--- src/rtl/car_warning_ctrl.sv ---
// -----------------------------------------------------------------------------
// car_warning_ctrl
//   Car warning controller for NUM_DOORS door sensors and NUM_SEATS seat
//   occupancy/belt pairs. Every raw input is debounced, faults are qualified
//   with the debounced ignition, and an active fault escalates from a silent
//   grace period to a blinking chime and then to a solid alarm. A driver
//   acknowledge mutes the alarm until the fault clears.
//
// Ports
//   Clk           in   system clock, rising edge
//   nRst          in   asynchronous active-low reset
//   Ignition      in   1 = ignition on
//   DoorClose     in   [NUM_DOORS]  1 = door closed
//   SeatOccupied  in   [NUM_SEATS]  1 = seat occupied
//   SeatBelt      in   [NUM_SEATS]  1 = belt fastened
//   Ack           in   driver acknowledge, level sampled every clock
//   Alarm         out  buzzer drive (registered)
//   Lamp          out  registered fault indicator
//   DoorOpenMask  out  [NUM_DOORS] registered open doors while ignition on
//   BeltMissMask  out  [NUM_SEATS] registered occupied-but-unbelted seats
//   State         out  [3] registered FSM state code
// -----------------------------------------------------------------------------
module car_warning_ctrl #(
  parameter int NUM_DOORS   = 4,
  parameter int NUM_SEATS   = 2,
  parameter int DEB_CYCLES  = 4,
  parameter int TICK_DIV    = 1000,
  parameter int GRACE_TICKS = 3,
  parameter int CHIME_TICKS = 8,
  parameter int BLINK_TICKS = 2
) (
  input  logic                 Clk,
  input  logic                 nRst,
  input  logic                 Ignition,
  input  logic [NUM_DOORS-1:0] DoorClose,
  input  logic [NUM_SEATS-1:0] SeatOccupied,
  input  logic [NUM_SEATS-1:0] SeatBelt,
  input  logic                 Ack,
  output logic                 Alarm,
  output logic                 Lamp,
  output logic [NUM_DOORS-1:0] DoorOpenMask,
  output logic [NUM_SEATS-1:0] BeltMissMask,
  output logic [2:0]           State
);

  typedef enum logic [2:0] {
    S_IDLE     = 3'd0,
    S_GRACE    = 3'd1,
    S_CHIME    = 3'd2,
    S_ESCALATE = 3'd3,
    S_MUTED    = 3'd4
  } state_e;

  localparam int NB      = NUM_DOORS + 2 * NUM_SEATS + 1;
  localparam int DEB_W   = (DEB_CYCLES > 1) ? $clog2(DEB_CYCLES) : 1;
  localparam int PRE_W   = (TICK_DIV > 1) ? $clog2(TICK_DIV) : 1;
  localparam int TMR_MAX = (GRACE_TICKS > CHIME_TICKS) ? GRACE_TICKS : CHIME_TICKS;
  localparam int TMR_W   = $clog2(TMR_MAX + 1);
  localparam int BLK_W   = $clog2(BLINK_TICKS + 1);

  // Debounced reset image: doors closed, belts fastened, seats empty, ignition off.
  localparam logic [NB-1:0] DB_RST = {1'b0, {NUM_SEATS{1'b1}}, {NUM_SEATS{1'b0}},
                                      {NUM_DOORS{1'b1}}};

  logic [NB-1:0]             raw;
  logic [NB-1:0]             db_q, db_d;
  logic [NB-1:0][DEB_W-1:0]  cnt_q, cnt_d;

  logic [PRE_W-1:0]          pre_q, pre_d;
  logic                      tick;

  logic [NUM_DOORS-1:0]      door_db, door_mask_q, door_mask_d;
  logic [NUM_SEATS-1:0]      occ_db, belt_db, belt_mask_q, belt_mask_d;
  logic                      ign_db;
  logic                      lamp_q, lamp_d;

  state_e                    state_q, state_d;
  logic [TMR_W-1:0]          timer_q, timer_d;
  logic [BLK_W-1:0]          blink_q, blink_d;
  logic                      alarm_q, alarm_d;

  assign raw = {Ignition, SeatBelt, SeatOccupied, DoorClose};

  // Per-bit debounce: the copy follows raw once raw has differed on DEB_CYCLES
  // consecutive clocks; any agreement restarts the count.
  always_comb begin
    db_d  = db_q;
    cnt_d = cnt_q;
    for (int i = 0; i < NB; i++) begin
      if (raw[i] == db_q[i]) begin
        cnt_d[i] = '0;
      end else if (cnt_q[i] == DEB_W'(DEB_CYCLES - 1)) begin
        db_d[i]  = raw[i];
        cnt_d[i] = '0;
      end else begin
        cnt_d[i] = cnt_q[i] + 1'b1;
      end
    end
  end

  assign door_db = db_q[NUM_DOORS-1:0];
  assign occ_db  = db_q[NUM_DOORS +: NUM_SEATS];
  assign belt_db = db_q[NUM_DOORS + NUM_SEATS +: NUM_SEATS];
  assign ign_db  = db_q[NB-1];

  assign door_mask_d = {NUM_DOORS{ign_db}} & ~door_db;
  assign belt_mask_d = {NUM_SEATS{ign_db}} & occ_db & ~belt_db;
  assign lamp_d      = (|door_mask_d) | (|belt_mask_d);

  // Free-running prescaler; FSM activity never touches it.
  assign tick  = (pre_q == PRE_W'(TICK_DIV - 1));
  assign pre_d = tick ? '0 : pre_q + 1'b1;

  // The FSM acts on the registered fault (Lamp), so it trails the lamp by one clock.
  always_comb begin
    state_d = state_q;
    timer_d = timer_q;
    blink_d = blink_q;
    alarm_d = alarm_q;
    if ((state_q != S_IDLE) && !lamp_q) begin
      state_d = S_IDLE;
      alarm_d = 1'b0;
    end else begin
      case (state_q)
        S_IDLE: begin
          alarm_d = 1'b0;
          if (lamp_q) begin
            state_d = S_GRACE;
            timer_d = TMR_W'(GRACE_TICKS);
          end
        end
        S_GRACE: begin
          alarm_d = 1'b0;
          if (tick) begin
            if (timer_q == TMR_W'(1)) begin
              state_d = S_CHIME;
              timer_d = TMR_W'(CHIME_TICKS);
              blink_d = BLK_W'(BLINK_TICKS);
              alarm_d = 1'b1;
            end else begin
              timer_d = timer_q - 1'b1;
            end
          end
        end
        S_CHIME: begin
          if (Ack) begin
            state_d = S_MUTED;
            alarm_d = 1'b0;
          end else if (tick) begin
            if (timer_q == TMR_W'(1)) begin
              state_d = S_ESCALATE;
              alarm_d = 1'b1;
            end else begin
              timer_d = timer_q - 1'b1;
              if (blink_q == BLK_W'(1)) begin
                alarm_d = ~alarm_q;
                blink_d = BLK_W'(BLINK_TICKS);
              end else begin
                blink_d = blink_q - 1'b1;
              end
            end
          end
        end
        S_ESCALATE: begin
          if (Ack) begin
            state_d = S_MUTED;
            alarm_d = 1'b0;
          end else begin
            alarm_d = 1'b1;
          end
        end
        S_MUTED: begin
          alarm_d = 1'b0;
        end
        default: begin
          state_d = S_IDLE;
          alarm_d = 1'b0;
        end
      endcase
    end
  end

  always_ff @(posedge Clk or negedge nRst) begin
    if (!nRst) begin
      db_q        <= DB_RST;
      cnt_q       <= '0;
      pre_q       <= '0;
      door_mask_q <= '0;
      belt_mask_q <= '0;
      lamp_q      <= 1'b0;
      state_q     <= S_IDLE;
      timer_q     <= '0;
      blink_q     <= '0;
      alarm_q     <= 1'b0;
    end else begin
      db_q        <= db_d;
      cnt_q       <= cnt_d;
      pre_q       <= pre_d;
      door_mask_q <= door_mask_d;
      belt_mask_q <= belt_mask_d;
      lamp_q      <= lamp_d;
      state_q     <= state_d;
      timer_q     <= timer_d;
      blink_q     <= blink_d;
      alarm_q     <= alarm_d;
    end
  end

  assign Alarm        = alarm_q;
  assign Lamp         = lamp_q;
  assign DoorOpenMask = door_mask_q;
  assign BeltMissMask = belt_mask_q;
  assign State        = state_q;

endmodule

--- config.mk ---
export PLATFORM = sky130hd
export DESIGN_NAME = car_warning_ctrl
export DESIGN_NICKNAME = d
export VERILOG_FILES = /design/src/rtl/car_warning_ctrl.sv
export SDC_FILE = /design/constraint.sdc
export NUM_CORES = 1
export LEC_CHECK = 0
export BUFFER_PORTS_ARGS = -buffer_cell sky130_fd_sc_hd__buf_4
export CAP_MARGIN = 15
export CORE_MARGIN = 4
export CORE_UTILIZATION = 35
export CTS_BUF_LIST = sky130_fd_sc_hd__clkbuf_8
export DETAILED_ROUTE_END_ITERATION = 16
export GPL_TIMING_DRIVEN = 0
export PLACE_DENSITY = 0.5
export SLEW_MARGIN = 20
export SYNTH_ARGS = -nofsm -noshare
export SYNTH_HDL_FRONTEND = slang
export SYNTH_SLANG_ARGS = --single-unit
--- constraint.sdc ---
create_clock -name Clk -period 2.25 [get_ports Clk]
set_input_delay 0.1125 -clock Clk [delete_from_list [all_inputs] [get_ports Clk]]
set_output_delay 0.1125 -clock Clk [all_outputs]
set_load 0.02 [all_outputs]
== Word level (Yosys, flattened, before mapping) ==
Cells that the tools add are included.

* Output and inout bits: 11
* Input bits: 12
* Flip-flop bits (word level): 54
* Logic and storage cells: 166

* Add/subtract/negate cells: 12
* Reductions and logical operators: 21
* Multiplexer cells: 51
* Bitwise operators: 17
* Equal/unequal tests: 39

{| class="wikitable"
|+ Operators by type and width
! cell !! count
|-
| $mux W2 || 24
|-
| $mux W3 || 8
|-
| $mux W4 || 6
|-
| $reduce_and A7 Y1 || 3
|-
| $reduce_and A2 Y1 || 10
|-
| $add A2 B1 Y2 const B || 9
|-
| $eq A2 B2 Y1 const B || 9
|-
| $pmux W3 S5 || 1
|-
| $ne A2 B2 Y1 const B || 7
|-
| $ne A3 B3 Y1 const B || 4
|-
| $pmux W4 S3 || 1
|-
| $not A1 Y1 || 11
|-
| $add A10 B1 Y10 const B || 1
|-
| $eq A10 B10 Y1 const B || 1
|-
| $mux W10 || 1
|-
| $eq A1 B1 Y1 || 9
|-
| $mux W1 || 8
|-
| $ne A4 B4 Y1 const B || 2
|-
| $eq A3 B2 Y1 const B || 2
|-
| $reduce_bool A3 Y1 || 2
|-
| $ne A5 B5 Y1 const B || 1
|-
| $and A2 B2 Y2 || 2
|-
| $and A4 B4 Y4 || 1
|-
| $eq A4 B1 Y1 const B || 1
|-
| 16 further kinds || 16
|}

== Depth between registers and ports, before layout ==
* Depth in word-level cells: 7
* Depth in mapped cells: 7
* Mapped depth without buffers: 7

== Least setup slack after synthesis ==
No wires, ideal clock.

* Path kind: register to register
* From: reg timer_q[1]
* To: reg timer_q[1]
* Cell stages (with the launch flop): 7
* Required time: 2.125 ns
* Library setup time: 0.125 ns
* Period minus slack after synthesis: 1.801 ns
* Buffers on the path: 0
* Setup slack: 0.449 ns
* Arrival: 1.676 ns
* Cells stage by stage: dfrtp_1 inv_1 ha_1 nor3b_1 a211oi_2 nand3b_4 mux2_2

* Longest elaborated chain between the ends: 5
* Elaborated cells on any way between the ends: 10
* Those cells by class: add/sub: 1; eq/ne: 2; mux: 6; reduce/logical: 1

{| class="wikitable"
|+ RTL lines
! what !! line !! text
|-
| start, declared || 78 || <nowiki>logic [TMR_W-1:0] timer_q, timer_d;</nowiki>
|-
| start signal, assigned || 203 || <nowiki>timer_q <= timer_d;</nowiki>
|-
| $sub A4 B1 Y4 || 141, 154 ||
|-
| $mux W4 || 150 || <nowiki>if (timer_q == TMR_W'(1)) begin</nowiki>
|-
| $mux W4 || 149 || <nowiki>end else if (tick) begin</nowiki>
|-
| $mux W4 || 146 || <nowiki>if (Ack) begin</nowiki>
|-
| $pmux W4 S3 || 124 || <nowiki>case (state_q)</nowiki>
|}

Parallel ways exist; a longest one is shown, timed or not. The select of a mux whose other input is x is not followed.
A chain may end at the register's enable or synchronous reset.

== Worst setup path after layout ==
* From: reg pre_q[0]
* To: reg timer_q[0]

* Longest elaborated chain between the ends: 3
* Elaborated cells on any way between the ends: 4
* Those cells by class: eq/ne: 3; reduce/logical: 1

{| class="wikitable"
|+ RTL lines
! what !! line !! text
|-
| start, declared || 69 || <nowiki>logic [PRE_W-1:0] pre_q, pre_d;</nowiki>
|-
| start signal, assigned || 198 || <nowiki>pre_q <= pre_d;</nowiki>
|-
| $eq A10 B10 Y1 (*) || 111 || <nowiki>assign tick = (pre_q == PRE_W'(TICK_DIV - 1));</nowiki>
|-
| $ne A2 B2 Y1 (no source line) || - ||
|-
| $reduce_and A7 Y1 (no source line) (*) || - ||
|}

Mark *: on every way between the ends. The rest lies on a longest branch, timed or not.

==> reports/results.ini <==
[power]
clkPwrFrac_pct=18.0
total_leakage_power_nw=1.29
combPwrFrac_pct=35.0
switchingPower_mw=1.12
p_int_mw=2.14
ir_drop_mv=0.559
pwr-share-seq_pct=47.0
switching_share_pct=34.3
power_density_mw_per_mm2=1120

[layout]
layout-drive-gt1-share_pct=21.9
area_growth_pct=15.8
final_net_count=279
antenna_cells=0
fillers=707

[worst_setup_path]
r2r_end=timer_q[0]
worstSetupPathType=flop to flop
r2r_setup_slack_ns=0.31
reg2reg_from=pre_q[0]
cp.arrival_ns=2.13
required_ns=2.44
path_max_fanout=6
cp-start-kind=flop
reg2reg_depth=6
cp-end-kind=flop

[global_route]
overflow=0
grt_use_total_pct=11.5
grt_max_degree=55
first_global_vias=1644
antenna_found_initial=0
grt_pass1_wl_um=7880

[yosys]
syn-cell-area_mm2=0.00252
synth-edff-count=0
synth_cells=225
yosys_warnings=0
yosysSeqAreaShare_pct=53.9
synth_top_flop_cell=dfrtp_1
synth_cell_types=43
async_reset_ff_share_pct=100
synth_seq_cells=54
synth_fp_nets=249
postSynthAreaPerCell_um2=11.2

[routing]
ant_nets=0
drt_pass1_iterations=4
drcViolationCount=0
wl_per_cell_um=12.6
viasPerCell=4.78
finalWirelength_um=4440
drt_iter0_drc=73
num_vias=1681

[sta]
rsz0062_at_grt=false
slew_headroom_pct=55.1
fin_crit_sh_pct=86.2
setup_tns_ns=0
fin_crit_ns=1.94
hold_viol=0
worst_pin_slew_ns=0.674
fin_hold_ws_ns=0.0253
setup_viol=0
drv_slew=0
max_freq_mhz=516
skew_ns=0.00368

[cts]
htreeDepth=2
postCtsSetupBuffers=0
clock_path_buffers=2
cts_tree=built
clock_sinks=54
clkLatencyLatePin_ns=0.31
cts-root-buf=clkbuf_8
clk_pin_slew_ns=0.10
cts_inserted_buffers=5

[floorplan]
initial_utilization_pct=36.5
fp.dieW_um=92.9
die_area_mm2=0.00862
rows=30
io_pins=23
die_h_um=92.9
coreArea_mm2=0.00691

[worst_hold_path]
min_to=db_q[8]
hold_class=primary input to flop
min_path_cells=3
holdCritStartpoint=Ignition

[job]
cap_violations=0

[placed_design]
gp_congestion=0.772
io_buffer_count=22
hpwl_um=3140

[status]
status=finished, final reports clean

-- how the worst max path moves through the flow --
stage          startpoint         end  slack (ns)  cells after the start
3_5_place_dp   timer_q[1]  timer_q[1]        0.12                      6
2_1_floorplan  timer_q[1]  timer_q[1]        0.45                      6
5_1_grt          pre_q[0]  timer_q[0]        0.18                      6
3_3_place_gp   timer_q[1]  timer_q[1]         0.1                      6
4_1_cts        timer_q[1]  timer_q[1]        0.09                      6
6_report         pre_q[0]  timer_q[0]        0.31                      6
-- sequential cells by signal, summed over array words and instances, names as in the netlist --
| name | cells |
|---|---|
| Alarm | 1 |
| BeltMissMask | 2 |
| DoorOpenMask | 4 |
| Lamp | 1 |
| State | 3 |
| blink_q | 2 |
| cnt_q | 18 |
| db_q | 9 |
| pre_q | 10 |
| timer_q | 4 |
-- cells in the final DEF, fill, tap and decap left out, types with 4 or more instances in the layout --
cell type,n
dfrtp_1,48
xnor2_1,14
clkbuf_8,6
xor2_1,4
ha_1,12
dfstp_2,6
nand3_1,4
o21ai_0,12
a21oi_1,4
mux2_2,9
buf_4,23
nand2b_1,5
inv_1,6
nor2b_1,11
nor2_1,21
nand2_1,17
nor3_1,15
-- power by group through the flow --
stage / Sequential [mW] / Combinational [mW] / Clock, mW
floorplan: 1.58 / 0.780 / 0
global route: 1.59 / 1.30 / 0.666
CTS: 1.54 / 1.16 / 0.620
detailed placement: 1.55 / 1.16 / 0
finish: 1.53 / 1.14 / 0.588
global placement: 1.55 / 1.14 / 0
-- metrics by stage --
step	std cells	setup slack (ns)	utilization [%]	power [mW]	cell area (um^2)
final	352	0.311	42.3	3.26	2920
after global routing	352	0.179	42.3	3.55	2920
after CTS	352	0.0904	42.2	3.32	2910
after detailed placement	343	0.121	40.6	2.71	2810
after global placement	343	0.0983	40.6	2.70	2810
after floorplan	225	0.449	-	2.36	2520
-- Yosys cell counts, types with 2 or more instances --
master / n / area (um^2)
dfrtp_1: 48 / 1200
nor2_1: 21 / 78.8
nand2_1: 17 / 63.8
nor3_1: 15 / 75.1
xnor2_1: 14 / 123
ha_1: 12 / 150
o21ai_0: 12 / 60.1
nor2b_1: 11 / 68.8
mux2_2: 9 / 101
dfstp_2: 6 / 158
inv_1: 6 / 22.5
nand2b_1: 5 / 31.3
a21oi_1: 4 / 20.0
nand3_1: 4 / 20.0
xor2_1: 4 / 35.0
nor4_1: 3 / 18.8
o22ai_1: 3 / 18.8
a311oi_1: 2 / 17.5
and3_1: 2 / 12.5
buf_2: 2 / 10.0
nand3b_1: 2 / 15.0
or3_1: 2 / 12.5
-- area by class of cell --
type                            count  area (um^2)  area share [%]
Tap cell                           96          120            4.11
Inverter                            6         22.5           0.772
Sequential cell                    54         1360            46.5
Clock buffer                        6         82.6            2.83
Timing Repair Buffer               23          175            6.00
Clock inverter                      2         16.3           0.557
Buffer                              4         21.3           0.729
Multi-Input combinational cell    161         1120            38.4
-- timing repair --
action,in CTS,in global routing
endpoints found under the hold margin,48,0
resized for setup,0,1
hold buffers,1,0
endpoints found under the setup margin,0,2
-- critical path, stage by stage (launching register included) --
cell and delay, ns:
dfrtp_1 0.40, ha_1 0.25, nand4b_1 0.19, o31ai_2 0.39
nand3b_4 0.16, a2111oi_4 0.33, nor3_1 0.10
-- metal layers --
layer,global-route usage (%),vias up,share of wire (%)
met5,0,-,0
met4,2.93,0,1.1
met3,4.22,5,4.2
met2,17.2,28,44
met1,15.8,803,51
li1,-,845,-
-- kinds of logic after synthesis --
family          Yosys count  share of synthesized area, %
xor+xnor                 18                          6.26
mux                      10                          4.42
fa+ha+maj                12                          5.96
flops                    54                          53.9
simple gates             90                          18.7
compound gates           31                          8.99
buf+inv                  10                          1.74
Power figures use the tool's default switching activity.
